$ cat src/rtl/fir_metric_pkg.sv
// Shared types and width helpers for the FIR error-metric blocks.
package fir_metric_pkg;

   typedef enum logic [1:0] {StIdle, StAccum, StDrain, StDone} state_e;

   localparam int unsigned DefDw    = 16;
   localparam int unsigned DefLog2N = 10;

   function automatic int unsigned err_width(input int unsigned dw);
      return dw + 1;
   endfunction

   function automatic int unsigned sq_width(input int unsigned dw);
      return 2 * dw;
   endfunction

   // Wide enough that N squares of (2^DW - 1) never overflow.
   function automatic int unsigned acc_width(input int unsigned dw, input int unsigned log2n);
      return 2 * dw + log2n;
   endfunction

endpackage

$ cat src/rtl/fir_mse_monitor_if.sv
// Sample stream in, measurement results out, for the MSE monitor.
interface fir_mse_monitor_if
   import fir_metric_pkg::*;
#(
   parameter int unsigned DW = DefDw
) ();

   logic                    start;
   logic                    sample_valid;
   logic [DW-1:0]           y_approx;
   logic [DW-1:0]           y_exact;
   logic                    busy;
   logic                    mse_valid;
   logic [sq_width(DW)-1:0] mse;
   logic [DW:0]             err_max;

   modport master (
      output start, sample_valid, y_approx, y_exact,
      input  busy, mse_valid, mse, err_max
   );

   modport slave (
      input  start, sample_valid, y_approx, y_exact,
      output busy, mse_valid, mse, err_max
   );

endinterface

$ cat src/rtl/sq_err_pipe.sv
// Two-stage error pipe: S1 registers |exact - approx|, S2 registers its square.
module sq_err_pipe
   import fir_metric_pkg::*;
#(
   parameter int unsigned DW = DefDw
) (
   input  logic                    clk,
   input  logic                    rstN,
   input  logic                    in_valid,
   input  logic [DW-1:0]           y_exact,
   input  logic [DW-1:0]           y_approx,
   output logic                    s1_valid,
   output logic [DW:0]             s1_abs,
   output logic                    s2_valid,
   output logic [sq_width(DW)-1:0] s2_sq
);

   localparam int unsigned ErrW = err_width(DW);
   localparam int unsigned SqW  = sq_width(DW);

   logic signed [ErrW-1:0] diff;
   logic        [ErrW-1:0] abs_d;
   logic        [ErrW-1:0] abs_q;
   logic        [SqW-1:0]  sq_q;
   logic                   v1_q, v2_q;

   assign diff  = $signed({y_exact[DW-1], y_exact}) - $signed({y_approx[DW-1], y_approx});
   // |diff| <= 2^DW - 1, so negation cannot overflow ErrW bits.
   assign abs_d = diff[ErrW-1] ? $unsigned(-diff) : $unsigned(diff);

   always_ff @(posedge clk or negedge rstN) begin
      if (!rstN) begin
         v1_q  <= 1'b0;
         v2_q  <= 1'b0;
         abs_q <= '0;
         sq_q  <= '0;
      end else begin
         v1_q <= in_valid;
         v2_q <= v1_q;
         if (in_valid) abs_q <= abs_d;
         if (v1_q)     sq_q  <= SqW'(abs_q[DW-1:0]) * SqW'(abs_q[DW-1:0]);
      end
   end

   assign s1_valid = v1_q;
   assign s1_abs   = abs_q;
   assign s2_valid = v2_q;
   assign s2_sq    = sq_q;

endmodule

$ cat src/rtl/fir_mse_monitor.sv
// Windowed MSE and peak-error monitor comparing approximate and exact FIR outputs.
module fir_mse_monitor
   import fir_metric_pkg::*;
#(
   parameter int unsigned DW     = DefDw,
   parameter int unsigned LOG2_N = DefLog2N
) (
   input logic              clk,
   input logic              rstN,
   fir_mse_monitor_if.slave bus
);

   localparam int unsigned ErrW = err_width(DW);
   localparam int unsigned SqW  = sq_width(DW);
   localparam int unsigned AccW = acc_width(DW, LOG2_N);

   state_e              state_q, state_d;
   logic [LOG2_N-1:0]   cnt_q;
   logic [AccW-1:0]     acc_q;
   logic [ErrW-1:0]     max_q;
   logic [SqW-1:0]      mse_q;
   logic [ErrW-1:0]     err_max_q;
   logic                s3_valid_q;

   logic                accept, clear, load, pipe_busy;
   logic                s1_valid, s2_valid;
   logic [ErrW-1:0]     s1_abs;
   logic [SqW-1:0]      s2_sq;

   assign accept    = (state_q == StAccum) && bus.sample_valid;
   assign pipe_busy = s1_valid | s2_valid | s3_valid_q;

   sq_err_pipe #(
      .DW(DW)
   ) u_pipe (
      .clk      (clk),
      .rstN     (rstN),
      .in_valid (accept),
      .y_exact  (bus.y_exact),
      .y_approx (bus.y_approx),
      .s1_valid (s1_valid),
      .s1_abs   (s1_abs),
      .s2_valid (s2_valid),
      .s2_sq    (s2_sq)
   );

   always_comb begin
      state_d = state_q;
      clear   = 1'b0;
      load    = 1'b0;
      unique case (state_q)
         StIdle: begin
            if (bus.start) begin
               state_d = StAccum;
               clear   = 1'b1;
            end
         end
         StAccum: begin
            if (accept && (cnt_q == '1)) state_d = StDrain;
         end
         StDrain: begin
            if (!pipe_busy) begin
               state_d = StDone;
               load    = 1'b1;
            end
         end
         StDone:  state_d = StIdle;
         default: state_d = StIdle;
      endcase
   end

   always_ff @(posedge clk or negedge rstN) begin
      if (!rstN) begin
         state_q    <= StIdle;
         cnt_q      <= '0;
         acc_q      <= '0;
         max_q      <= '0;
         s3_valid_q <= 1'b0;
         mse_q      <= '0;
         err_max_q  <= '0;
      end else begin
         state_q    <= state_d;
         s3_valid_q <= s2_valid;
         if (clear) begin
            cnt_q <= '0;
            acc_q <= '0;
            max_q <= '0;
         end else begin
            if (accept)                       cnt_q <= cnt_q + 1'b1;
            if (s2_valid)                     acc_q <= acc_q + AccW'(s2_sq);
            if (s1_valid && (s1_abs > max_q)) max_q <= s1_abs;
         end
         // Results are captured on entry to DONE so they are valid with the pulse.
         if (load) begin
            mse_q     <= acc_q[AccW-1:LOG2_N];
            err_max_q <= max_q;
         end
      end
   end

   assign bus.busy      = (state_q != StIdle);
   assign bus.mse_valid = (state_q == StDone);
   assign bus.mse       = mse_q;
   assign bus.err_max   = err_max_q;

endmodule

$ cat src/flat_wrapper.sv
// flat-port wrapper written by rule: the top's interface ports become plain ports
module fir_mse_monitor_flat import fir_metric_pkg::*;
#(
   parameter int unsigned DW     = DefDw,
   parameter int unsigned LOG2_N = DefLog2N
)
  (clk, rstN, bus_start, bus_sample_valid, bus_y_approx, bus_y_exact, bus_busy, bus_mse_valid, bus_mse, bus_err_max);
  fir_mse_monitor_if #(.DW(DW)) bus_i ();
  input logic clk;
  input logic rstN;
  input wire logic [$bits(bus_i.start)-1:0] bus_start;
  input wire logic [$bits(bus_i.sample_valid)-1:0] bus_sample_valid;
  input wire logic [$bits(bus_i.y_approx)-1:0] bus_y_approx;
  input wire logic [$bits(bus_i.y_exact)-1:0] bus_y_exact;
  output wire logic [$bits(bus_i.busy)-1:0] bus_busy;
  output wire logic [$bits(bus_i.mse_valid)-1:0] bus_mse_valid;
  output wire logic [$bits(bus_i.mse)-1:0] bus_mse;
  output wire logic [$bits(bus_i.err_max)-1:0] bus_err_max;
  assign bus_i.start = bus_start;
  assign bus_i.sample_valid = bus_sample_valid;
  assign bus_i.y_approx = bus_y_approx;
  assign bus_i.y_exact = bus_y_exact;
  assign bus_busy = bus_i.busy;
  assign bus_mse_valid = bus_i.mse_valid;
  assign bus_mse = bus_i.mse;
  assign bus_err_max = bus_i.err_max;
  fir_mse_monitor #(.DW(DW), .LOG2_N(LOG2_N)) u_core (.clk(clk), .rstN(rstN), .bus(bus_i));
endmodule
$ cat config.mk
export PLATFORM = sky130hd
export DESIGN_NAME = fir_mse_monitor_flat
export DESIGN_NICKNAME = d
export VERILOG_FILES = /design/src/rtl/fir_metric_pkg.sv /design/src/rtl/fir_mse_monitor_if.sv /design/src/rtl/sq_err_pipe.sv /design/src/rtl/fir_mse_monitor.sv /design/src/flat_wrapper.sv
export SDC_FILE = /design/constraint.sdc
export NUM_CORES = 1
export LEC_CHECK = 0
export ABC_AREA = 0
export BUFFER_PORTS_ARGS = -buffer_cell sky130_fd_sc_hd__buf_2
export CORE_MARGIN = 5
export CORE_UTILIZATION = 60
export CTS_CLUSTER_DIAMETER = 150
export DETAILED_ROUTE_END_ITERATION = 7
export GPL_TIMING_DRIVEN = 0
export PLACE_DENSITY = 0.8
export SETUP_SLACK_MARGIN = 0.5
export SLEW_MARGIN = 20
export SYNTH_ARGS = -nofsm -noshare
export SYNTH_HDL_FRONTEND = slang
export SYNTH_SLANG_ARGS = --single-unit
export TNS_END_PERCENT = 20
$ cat constraint.sdc
create_clock -name clk -period 13.71 [get_ports clk]
set_clock_uncertainty 0.05 [all_clocks]
set_input_delay 2.742 -clock clk [delete_from_list [all_inputs] [get_ports clk]]
set_output_delay 2.742 -clock clk [all_outputs]
set_load 0.05 [all_outputs]
==> summary.txt, run 1 <==
Detailed routing
  – Top layer in use: met4
  – Routed WL: 39.5 mm
  – DRC violations left: 0
  – Routed WL per cell: 17.3 µm
  – Via count: 13013
  – WL met2: 19.4 mm
  – Met3 WL: 2.22 mm
  – ANT nets after route: 0
  – Iteration-0 DRC Markers: 900
  – DR vias/cell: 5.70
  – Drt pass-1 iters: 5
  – WL met1: 16.6 mm

Floorplanning
  – I/O Pins: 87
  – Die Footprint: 31800 µm²
  – Core ar.: 27900 µm²
  – Initial core utilization: 61.0%
  – FP Rows: 61
  – Vert. Die Dim: 178 µm
  – Die width: 178 µm

Synthesis
  – Syn Nets: 2157
  – Asr flop ratio synth: 100%
  – Post-synth EDFFs: 0
  – Register bit total from synthesis: 171
  – Ys flop type: dfrtp_1
  – Synthesized instance count: 1785
  – Syn Area/Cell: 9.52 µm²
  – Post-Syn Area: 17000 µm²
  – Yosys warns: 0
  – Sequential fraction of the synthesis area: 25.2%
  – Netlist cell types: 69

Clock network
  – CTS root buffer: clkbuf_16
  – Post-CTS setup buffers: 0
  – Post_cts resized: 0
  – Worst-path clk slew: 0.08 ns
  – CTS sink cnt: 171
  – Clk_lat worst skew: 0.45 ns
  – Post-CTS Hold Buffers: 0
  – H-tree Lvls: 4
  – Clock tree buffer depth: 2
  – Num CTS Buffers: 17
  – CTS tree: done

Critical path
  – Req. time, crit path: 13.99 ns
  – Crit Path Category: register to register
  – FF-to-FF setup slack: 5.71 ns
  – Worst Setup Start Kind: register
  – Worst Setup End Kind: register
  – Critical path, cell by cell: clkbuf_1 -> buf_1 -> nand2_1 -> fa_1 -> inv_1 -> fa_1 -> fa_1 -> fa_1 -> fa_1 -> inv_1 -> fa_1 -> inv_1 -> ha_1 -> a21oi_1 -> a21oi_1 -> a211oi_1 -> o21ai_0 -> a21oi_1 -> o21ai_0 -> a41oi_1 -> xnor2_1 -> mux2_2
  – Slowest CP cell: fa_1
  – Worst path most repeated cell: fa_1
  – Worst stage delay on the critical path: 0.62 ns
  – Max Fanout on Critical Path: 10
  – WP data arrival: 8.28 ns

Placed design
  – GP Congestion: 0.927
  – Dpl cells: 2250
  – I/O Buffers: 86
  – Post-DP HPWL: 31.0 mm

Global route
  – Total GRT Usage: 26.3%
  – Initial antenna violation count: 0
  – First-pass GRT wire length: 67.2 mm
  – Grt total ovfl: 0
  – Largest net degree at the start of global routing: 95
  – Vias in the first global route: 13819

Cells and area
  – Fraction of layout cells with a size suffix above 1: 11.4%
  – Ant diodes: 0
  – P&R area growth vs syn: 9.31%
  – Final design utilization: 66.7%
  – Layout net count: 2263
  – Non-Filler Instances: 2282

Timing
  – Fin crit share: 58.4%
  – Setup violations, final: 0
  – Sum of negative setup slack: 0 ns
  – RSZ-0062 raised after global routing: no
  – Final Hold Vio Count: 0
  – WHS: 0.345 ns
  – Final Slew Violations: 0
  – Fin crit period: 8.00 ns
  – Max Freq: 125 MHz
  – Max-Slew Margin vs Limit: 44.0%
  – Actual slew at the worst max-slew pin: 0.840 ns

Run
  – Max_cap viols: 0

Run status
  – Status: complete, no violations

Min path
  – Hold Crit Class: register to register
-- state kept, by name, indices dropped and copies added (netlist names), 2 cells and up --
register and flops:
u_core.acc_q 42, u_core.bus.mse 32, u_core.u_pipe.s2_sq 31, u_core.bus.err_max 17
u_core.max_q 17, u_core.u_pipe.s1_abs 17, u_core.cnt_q 10, u_core.state_q 2
-- synthesized netlist by cell type (all sizes together) (3+ instances only) --
master	number	area share, %
dfrtp	171	25
o31ai	6	0.29
and2	51	1.9
nand4	18	0.66
o21a	7	0.31
o311ai	3	0.15
or2	8	0.31
a21o	32	1.4
and3	5	0.18
fa	163	19
or3	8	0.29
a31oi	10	0.37
a21boi	5	0.22
o211ai	6	0.26
a211oi	12	0.56
a31o	4	0.21
clkbuf	46	1.0
mux2	78	5.2
inv	319	7.0
a221oi	3	0.19
nand2	137	3.0
xor2	38	2.0
o21ai	59	1.7
nor4	7	0.26
nor3	10	0.29
ha	173	13
nand2b	6	0.22
nand3	27	0.79
nor2	114	2.5
xnor2	69	3.6
and4	4	0.21
a21oi	75	2.2
o21bai	12	0.53
mux2i	43	2.5
a41oi	3	0.15
buf	10	0.23
nor2b	14	0.52
-- kinds of logic after synthesis --
group                      count (synthesis)  synth area share, %
and+or+nand+nor                          413                 11.3
buffers and inverters                    376                 8.31
AOI/OAI and AO/OA                        261                 10.0
xor gates and xnor gates                 107                 5.51
muxes                                    121                 7.70
adders and majority gates                336                 31.9
DFF                                      171                 25.2
-- final cells by class --
class                   instances  area [µm²]
repair buffers                 87         468
fillers                      2174        9280
inverters                     320        1200
clock buffers                  17         425
multi-input cells            1238       11300
flip-flops and latches        171        4280
clock inverters                15         216
plain buffers                  56         211
well taps                     378         473
-- final timing paths --
check | cells after the start | from | endpoint
min | 0 | u_core.u_pipe.s1_valid$_DFF_PN0_ | u_core.u_pipe.s2_valid$_DFF_PN0_
max in group asynchronous | 2 | rstN | u_core.u_pipe.s1_abs[9]$_DFFE_PN0P_
max | 22 | u_core.u_pipe.s1_abs[4]$_DFFE_PN0P_ | u_core.u_pipe.s2_sq[30]$_DFFE_PN0P_
min in group asynchronous | 1 | rstN | u_core.acc_q[14]$_DFFE_PN0P_
max reg2reg | 22 | u_core.u_pipe.s1_abs[4]$_DFFE_PN0P_ | u_core.u_pipe.s2_sq[30]$_DFFE_PN0P_
min reg2reg | 0 | u_core.u_pipe.s1_valid$_DFF_PN0_ | u_core.u_pipe.s2_valid$_DFF_PN0_
-- critical path: cells and delay by family (launching register included) --
kind,cells,cell delay (ns)
XOR/XNOR,1,0.08
buffers and inverters,5,1.31
AND/OR/NAND/NOR,1,0.19
AO/OA/AOI/OAI,7,1.86
adder cells (fa/ha/maj),7,3.58
multiplexers,1,0.26
flip-flops,1,0.53
-- placed cells by master, fill, tap and decap left out, drive strengths merged, types with 3 or more instances in the layout --
master,n
nand3,27
o31ai,6
ha,173
xnor2,69
nand4,18
a21boi,5
clkinv,11
nor4,7
o21bai,12
or3,8
o21a,7
a31o,4
a21o,32
o211ai,6
a31oi,10
inv,324
a211oi,12
mux2,78
dfrtp,171
nor2b,14
nand2b,6
a21oi,75
o311ai,3
clkbuf,63
a221oi,3
buf,97
nor3,10
fa,163
nand2,137
xor2,38
mux2i,43
or2,8
and4,4
a41oi,3
and2,51
and3,5
o21ai,59
nor2,114
-- stage by stage --
step	cell area (µm²)	setup slack, ns
after floorplan	17000	7.24
after global placement	17900	5.89
after detailed placement	17900	5.83
after CTS	18600	5.80
after global routing	18600	5.34
final	18600	5.71
-- routing by layer --
layer,global-route usage [%],vias to the layer above
met1,34.5,6450
met5,0,-
met3,4.68,108
met2,44.2,418
met4,9.18,0
li1,-,6037
Power of run 1 is left out: the tool's default activity adds up to more than one toggle a clock period on the data nets, which glitch-free logic cannot reach.
==> inputs of run 2 (changes only) <==
- ABC_AREA: 0 -> 1
- clock period: 13.71 -> 8.1 ns (I/O delays scaled with it)
==> summary.txt, run 2 <==
Clock network
  – Worst-path clk slew: 0.07 ns (was 0.08 ns)
  – Clock tree buffer depth: 2 (unchanged)
  – Post-CTS Hold Buffers: 0 (unchanged)
  – Post_cts resized: 0 (unchanged)
  – H-tree Lvls: 4 (unchanged)
  – CTS sink cnt: 171 (unchanged)
  – Post-CTS setup buffers: 0 (unchanged)
  – CTS root buffer: clkbuf_16 (unchanged)
  – Num CTS Buffers: 17 (unchanged)
  – Clk_lat worst skew: 0.45 ns (about the same)
  – CTS tree: done (unchanged)

Global route
  – Grt total ovfl: 0 (unchanged)
  – Largest net degree at the start of global routing: 100 (was 95)
  – Vias in the first global route: 16276 (was 13819)
  – Initial antenna violation count: 0 (unchanged)
  – Total GRT Usage: 30.1% (was 26.3%)
  – First-pass GRT wire length: 81.5 mm (was 67.2 mm)

Timing
  – Actual slew at the worst max-slew pin: 0.862 ns (was 0.840 ns)
  – Final Hold Vio Count: 0 (unchanged)
  – Final Slew Violations: 0 (unchanged)
  – Fin crit share: 90.3% (was 58.4%)
  – Final WS setup: 0.784 ns (was 5.71 ns)
  – Fin crit period: 7.32 ns (was 8.00 ns)
  – Sum of negative setup slack: 0 ns (unchanged)
  – Max-Slew Margin vs Limit: 42.5% (was 44.0%)
  – Max Freq: 137 MHz (was 125 MHz)
  – RSZ-0062 raised after global routing: no (unchanged)
  – WHS: 0.428 ns (was 0.345 ns)
  – Setup violations, final: 0 (unchanged)

Cells and area
  – Fraction of layout cells with a size suffix above 1: 7.97% (was 11.4%)
  – Commonest non-fill, non-tap cells in the layout: 604 x nand2_1, 497 x inv_1, 173 x ha_1 (was 318 x inv_1, 173 x ha_1, 171 x dfrtp_1)
  – Commonest non-fill, non-tap cell in the layout: nand2_1 (was inv_1)
  – Ant diodes: 0 (unchanged)
  – Reg with most FFs: u_core.acc_q (unchanged)
  – Final design utilization: 65.4% (was 66.7%)
  – Fillers: 2658 (was 2174)
  – Max FFs per register: 42 (unchanged)
  – Layout net count: 2905 (was 2263)
  – P&R area growth vs syn: 8.55% (was 9.31%)

Synthesis
  – Ys flop type: dfrtp_1 (unchanged)
  – Asr flop ratio synth: 100% (unchanged)
  – Synth area leader: dfrtp_1 (unchanged)
  – Yosys warns: 0 (unchanged)
  – Synthesized instance count: 2427 (was 1785)
  – Area share of the largest cell type after synthesis: 23.4% (was 25.2%)
  – Post-Syn Area: 18300 µm² (was 17000 µm²)
  – Register bit total from synthesis: 171 (unchanged)
  – Syn Nets: 2799 (was 2157)
  – Count leader, synth: nand2_1 (was inv_1)
  – Commonest cells in the netlist: 604 x nand2_1, 497 x inv_1, 173 x ha_1, 171 x dfrtp_1, 163 x fa_1 (was 318 x inv_1, 173 x ha_1, 171 x dfrtp_1, 163 x fa_1, 137 x nand2_1)
  – Synth top area cells: dfrtp_1 23%, fa_1 18%, nand2_1 12% (was dfrtp_1 25%, fa_1 19%, ha_1 13%)
  – Netlist cell types: 59 (was 69)
  – Post-synth EDFFs: 0 (unchanged)
  – Sequential fraction of the synthesis area: 23.4% (was 25.2%)
  – Syn Area/Cell: 7.54 µm² (was 9.52 µm²)

Placed design
  – Place WS: 0.925 ns (was 5.83 ns)
  – GP Congestion: 1.01 (was 0.927)
  – Post-DP HPWL: 41.0 mm (was 31.0 mm)
  – I/O Buffers: 86 (unchanged)

Critical path
  – Worst path most repeated cell: fa_1 (unchanged)
  – Slowest CP cell: clkbuf_1 (was fa_1)
  – WP data arrival: 7.57 ns (was 8.28 ns)
  – Worst stage delay on the critical path: 0.62 ns (about the same)
  – Worst Setup Start Kind: register (unchanged)
  – FF-to-FF Start: u_core.u_pipe.s1_abs[6]$_DFFE_PN0P_ (was u_core.u_pipe.s1_abs[4]$_DFFE_PN0P_)
  – Req. time, crit path: 8.36 ns (was 13.99 ns)
  – Critical path, cell by cell: clkbuf_1 -> clkbuf_1 -> nand2_1 -> fa_1 -> inv_1 -> fa_1 -> fa_1 -> fa_1 -> fa_1 -> inv_1 -> fa_1 -> inv_1 -> ha_1 -> a21oi_1 -> o21ai_0 -> a21oi_1 -> nand3_1 -> a21oi_1 -> xor2_1 -> o21ai_0 (was clkbuf_1 -> buf_1 -> nand2_1 -> fa_1 -> inv_1 -> fa_1 -> fa_1 -> fa_1 -> fa_1 -> inv_1 -> fa_1 -> inv_1 -> ha_1 -> a21oi_1 -> a21oi_1 -> a211oi_1 -> o21ai_0 -> a21oi_1 -> o21ai_0 -> a41oi_1 -> xnor2_1 -> mux2_2)
  – Max Fanout on Critical Path: 10 (unchanged)
  – Worst Setup End Kind: register (unchanged)
  – Crit Path Category: register to register (unchanged)
  – CP startpoint: u_core.u_pipe.s1_abs[6]$_DFFE_PN0P_ (was u_core.u_pipe.s1_abs[4]$_DFFE_PN0P_)

Run
  – Max_cap viols: 0 (unchanged)

Floorplanning
  – Initial core utilization: 60.3% (was 61.0%)
  – Die width: 185 µm (was 178 µm)
  – Core ar.: 30300 µm² (was 27900 µm²)
  – Vert. Die Dim: 185 µm (was 178 µm)
  – I/O Pins: 87 (unchanged)
  – FP Rows: 64 (was 61)
  – Die Footprint: 34100 µm² (was 31800 µm²)

Detailed routing
  – ANT nets after route: 0 (unchanged)
  – DR vias/cell: 5.52 (was 5.70)
  – Via count: 16244 (was 13013)
  – Routed WL: 49.9 mm (was 39.5 mm)
  – Routed WL per cell: 17.0 µm (was 17.3 µm)
  – Iteration-0 DRC Markers: 1160 (was 900)
  – DRC violations left: 0 (unchanged)
  – Drt pass-1 iters: 5 (unchanged)

Min path
  – Hold Crit Class: register to register (unchanged)
  – Hold Startpoint: u_core.bus.mse[10]$_DFFE_PN0P_ (was u_core.u_pipe.s1_valid$_DFF_PN0_)

Run status
  – Status: complete, no violations (unchanged)
==> run 2: changes by cell type in the layout (fill, tap and decap cells not counted), sizes merged, moves of 15 or more <==
| cell | change |
|---|---|
| nand3 | +82 |
| nor2 | +53 |
| xnor2 | -54 |
| inv | +185 |
| xor2 | -19 |
| and2 | -50 |
| a21o | -18 |
| a21oi | +45 |
| nor3 | +15 |
| nand2 | +490 |
| mux2i | -43 |
| mux2 | -62 |
| o21ai | +74 |
==> run 2: cells by family after synthesis <==
logic type      count (synthesis)  share of synthesized area, %
compound gates                327                          10.1
xor+xnor                       34                          1.63
fa+ha+maj                     336                          29.7
buf+inv                       567                          11.8
flops                         171                          23.4
mux                            16                         0.985
simple gates                  976                          22.4
==> run 2: routing by layer <==
metal	vias up	wire length [µm]	global-route usage, %
met4	0	2380	12.7
met5	-	0	0
li1	7755	-	-
met1	7773	20700	38.0
met2	569	24000	52.0
met3	147	2920	4.44
==> run 2: critical path: cells and delay by family (launching register included) <==
family                   cells  cell delay, ns
XOR/XNOR                     1            0.22
AO/OA/AOI/OAI                5            0.92
AND/OR/NAND/NOR              2            0.50
adder cells (fa/ha/maj)      7            3.54
flip-flops                   1            0.53
buffers and inverters        5            1.41
==> run 2: path summary, 6_finish.rpt <==
kind	end	slack [ns]	cells after the start
max	u_core.u_pipe.s2_sq[28]$_DFFE_PN0P_	0.78	20
min	u_core.bus.mse[10]$_DFFE_PN0P_	0.43	2
max reg2reg	u_core.u_pipe.s2_sq[28]$_DFFE_PN0P_	0.78	20
min reg2reg	u_core.bus.mse[10]$_DFFE_PN0P_	0.43	2
max in group asynchronous	u_core.u_pipe.s1_abs[6]$_DFFE_PN0P_	6.04	2
min in group asynchronous	u_core.acc_q[7]$_DFFE_PN0P_	1.08	1
==> run 2: cell type report <==
cell class | count | area [µm²] | area share (%)
multi-input cells | 1689 | 11900 | 59.7
flip-flops and latches | 171 | 4280 | 21.5
inverters | 504 | 1890 | 9.53
well taps | 396 | 495 | 2.49
repair buffers | 87 | 468 | 2.36
clock buffers | 18 | 429 | 2.16
plain buffers | 63 | 269 | 1.35
clock inverters | 14 | 171 | 0.863
==> run 2: stage by stage <==
stage	area [µm²]	std cells
after floorplan	18300	2427
after global placement	19200	2909
after detailed placement	19300	2910
after CTS	19900	2942
after global routing	19900	2942
final	19900	2942
Power of run 2 is left out for the same reason.
==> inputs of run 3 (changes only) <==
- CTS_CLUSTER_DIAMETER: 150 -> 50
- MAX_ROUTING_LAYER: unset -> met4
==> summary.txt, run 3 <==
Run status
  – Status: aborted with a tool error (was complete, no violations)
  – Stopped at: detailed routing (5_2_route)
  – First Err: [ERROR DRT-0255] Maze Route cannot find path of net clk in worker of routeBox ( 144900 96600 ) ( 184630 144900 ).

Clock network
  – CTS root buffer: clkbuf_16 (unchanged)
  – Num CTS Buffers: 17 (unchanged)
  – Post_cts resized: 0 (unchanged)
  – Post-CTS setup buffers: 0 (unchanged)
  – Post-CTS Hold Buffers: 0 (unchanged)
  – H-tree Lvls: 4 (unchanged)
  – CTS sink cnt: 171 (unchanged)
  – Clock tree buffer depth: 2 (unchanged)

Placed design
  – Post-DP HPWL: 41.3 mm (was 41.0 mm)
  – I/O Buffers: 86 (unchanged)
  – DP Area: 19300 µm² (unchanged)
  – GP Congestion: 1.01 (about the same)

Synthesis
  – Sequential fraction of the synthesis area: 23.4% (unchanged)
  – Asr flop ratio synth: 100% (unchanged)
  – Yosys warns: 0 (unchanged)
  – Synthesized instance count: 2427 (unchanged)
  – Synth area leader: dfrtp_1 (unchanged)
  – Netlist cell types: 59 (unchanged)
  – Area share of the largest cell type after synthesis: 23.4% (unchanged)
  – Commonest cells in the netlist: 604 x nand2_1, 497 x inv_1, 173 x ha_1, 171 x dfrtp_1, 163 x fa_1 (unchanged)
  – Count leader, synth: nand2_1 (unchanged)
  – Register bit total from synthesis: 171 (unchanged)
  – Synth top area cells: dfrtp_1 23%, fa_1 18%, nand2_1 12% (unchanged)
  – Ys flop type: dfrtp_1 (unchanged)
  – Post-synth EDFFs: 0 (unchanged)
  – Post-Syn Area: 18300 µm² (unchanged)
  – Syn Nets: 2799 (unchanged)
  – Syn Area/Cell: 7.54 µm² (unchanged)

Global route
  – Total GRT Usage: 31.6% (was 30.1%)
  – Initial antenna violation count: 0 (unchanged)
  – Largest net degree at the start of global routing: 103 (was 100)
  – Vias in the first global route: 16775 (was 16276)
  – Grt total ovfl: 0 (unchanged)
  – First-pass GRT wire length: 83.3 mm (was 81.5 mm)

Floorplanning
  – I/O Pins: 87 (unchanged)
  – FP Rows: 64 (unchanged)
  – Initial core utilization: 60.3% (unchanged)
  – Vert. Die Dim: 185 µm (unchanged)
  – Die width: 185 µm (unchanged)
run 3: cell counts after synthesis:
No cell type changed its count.
run 3: layer usage:
metal	GRT usage, %
met5	-
met4	13.0
met3	3.47
met2	54.3
met1	38.2
run 3: kinds of logic after synthesis:
kind of cell / share of synthesized area [%]
AO/OA/AOI/OAI: 10.1
XOR/XNOR: 1.63
adder cells (fa/ha/maj): 29.7
buffers and inverters: 11.8
flip-flops: 23.4
multiplexers: 0.985
AND/OR/NAND/NOR: 22.4
run 3: through the flow:
stage,cells,setup slack [ns]
4_1_cts,2942,0.883
2_1_floorplan,2427,2.30
5_1_grt,2942,0.548
3_3_place_gp,2909,1.04
3_5_place_dp,2910,0.933
==> inputs of run 4 (changes only) <==
- CORE_UTILIZATION: 60 -> 40
- CTS_CLUSTER_DIAMETER: 50 -> unset
- MAX_ROUTING_LAYER: met4 -> unset
- PLACE_DENSITY: 0.8 -> unset
- PLACE_DENSITY_LB_ADDON: unset -> 0.15
- SETUP_SLACK_MARGIN: 0.5 -> unset
==> summary.txt, run 4 (synthesized netlist as in run 2, its figures left out) <==
Clock network
  – Clock tree buffer depth: 2 (unchanged)
  – CTS root buffer: clkbuf_16 (unchanged)
  – H-tree Lvls: 4 (unchanged)
  – Post-CTS setup buffers: 0 (unchanged)
  – Num CTS Buffers: 17 (unchanged)
  – CTS tree: done
  – Post_cts resized: 0 (unchanged)
  – Clk_lat worst skew: 0.44 ns
  – Post-CTS Hold Buffers: 0 (unchanged)
  – Worst-path clk slew: 0.08 ns
  – CTS sink cnt: 171 (unchanged)

Critical path
  – Req. time, crit path: 8.37 ns
  – Worst Setup End Kind: register
  – CP startpoint: u_core.u_pipe.s1_abs[9]$_DFFE_PN0P_
  – Worst Setup Start Kind: register
  – Max Fanout on Critical Path: 10
  – FF-to-FF Start: u_core.u_pipe.s1_abs[9]$_DFFE_PN0P_
  – Crit Path Category: register to register
  – WP data arrival: 7.82 ns

Run
  – Max_cap viols: 0

Run status
  – Status: complete, no violations (was aborted with a tool error)

Timing
  – Setup violations, final: 0
  – Final Hold Vio Count: 0
  – Sum of negative setup slack: 0 ns
  – Fin crit share: 93.3%
  – Max Freq: 132 MHz
  – Max-Slew Margin vs Limit: 36.1%
  – Final Slew Violations: 0
  – Actual slew at the worst max-slew pin: 0.958 ns
  – RSZ-0062 raised after global routing: no
  – Fin crit period: 7.56 ns

Floorplanning
  – I/O Pins: 87 (unchanged)
  – Initial core utilization: 40.4% (was 60.3%)
  – Die Footprint: 50100 µm²
  – FP Rows: 78 (was 64)
  – Vert. Die Dim: 224 µm (was 185 µm)
  – Die width: 224 µm (was 185 µm)
  – Core ar.: 45300 µm²

Cells and area
  – Layout net count: 2905
  – Reg with most FFs: u_core.acc_q
  – P&R area growth vs syn: 10.0%
  – Fraction of layout cells with a size suffix above 1: 8.01%
  – Fin area: 20100 µm²
  – Commonest non-fill, non-tap cells in the layout: 604 x nand2_1, 497 x inv_1, 173 x ha_1
  – Ant diodes: 0
  – Max FFs per register: 42
  – Final design utilization: 44.5%
  – Commonest non-fill, non-tap cell in the layout: nand2_1

Detailed routing
  – Drt pass-1 iters: 5
  – DRC violations left: 0
  – Iteration-0 DRC Markers: 1003
  – ANT nets after route: 0
  – Routed WL: 53.9 mm
  – Via count: 15700
  – Routed WL per cell: 17.1 µm
  – DR vias/cell: 4.99

Global route
  – Met3 Usage GRT: 2.83% (was 3.47%)
  – Top Usage Layer GRT: met2 (unchanged)
  – M2 GR Usage: 37.8% (was 54.3%)
  – Largest net degree at the start of global routing: 102 (was 103)
  – Total GRT Usage: 21.9% (was 31.6%)
  – Grt total ovfl: 0 (unchanged)
  – Vias in the first global route: 16067 (was 16775)
  – Initial antenna violation count: 0 (unchanged)
  – GRT met1 Usage: 28.6% (was 38.2%)
  – First-pass GRT wire length: 86.9 mm (was 83.3 mm)

Placed design
  – I/O Buffers: 86 (unchanged)
  – DP Area: 19500 µm² (was 19300 µm²)
  – Post-DP HPWL: 44.9 mm (was 41.3 mm)
  – GP Congestion: 0.917 (was 1.01)

Min path
  – Hold Startpoint: u_core.bus.mse[2]$_DFFE_PN0P_
  – Hold Crit Class: register to register
## run 4: critical path, cell delays in order (launching register included)
cell and delay (ns):
dfrtp_1 0.54, clkbuf_1 0.50, clkbuf_1 0.78, nand2_1 0.18
fa_1 0.66, inv_1 0.08, fa_1 0.55, fa_1 0.45
fa_1 0.54, fa_1 0.55, inv_1 0.06, fa_1 0.54
inv_1 0.05, ha_1 0.38, a21oi_1 0.22, o21ai_0 0.13
a21oi_1 0.22, nand3_1 0.26, a21o_1 0.25, or2_1 0.21
nand3_1 0.14, nand2_1 0.07
## run 4: worst paths after layout
kind                                                             to  slack, ns  cells past startpoint
worst max-delay path            u_core.u_pipe.s2_sq[24]$_DFFE_PN0P_       0.54                     21
worst min-delay path                  u_core.bus.mse[2]$_DFFE_PN0P_       0.43                      2
worst max register to register  u_core.u_pipe.s2_sq[24]$_DFFE_PN0P_       0.54                     21
worst min register to register        u_core.bus.mse[2]$_DFFE_PN0P_       0.43                      2
max in group asynchronous               u_core.max_q[3]$_DFFE_PN0P_       6.04                      2
min in group asynchronous       u_core.u_pipe.s2_sq[11]$_DFFE_PN0P_       1.07                      1
## run 4: layout make-up
type / count / area (µm²)
Timing Repair Buffer: 87 / 468
Multi-Input combinational cell: 1689 / 11900
Sequential cell: 171 / 4280
Clock inverter: 15 / 188
Inverter: 504 / 1890
Fill cell: 4689 / 25200
Tap cell: 600 / 751
Clock buffer: 17 / 425
Buffer: 63 / 269
## run 4: stage by stage
step                      instances  worst slack, ns  hold WS [ns]
after CTS                      3146            0.576         0.437
after global placement         3113            0.653         0.411
after global routing           3146            0.198         0.450
after detailed placement       3114            0.607         0.418
final                          3146            0.544         0.431
after floorplan                2427             2.30         0.360
## run 4: per-layer routing
layer | up-vias | share of wire, % | wire, µm
met5 | - | 0 | 0
met4 | 0 | 3.6 | 1920
met3 | 85 | 4.4 | 2350
met2 | 394 | 48 | 25900
met1 | 7437 | 44 | 23800
li1 | 7784 | - | -
Power of run 4 is left out for the same reason.
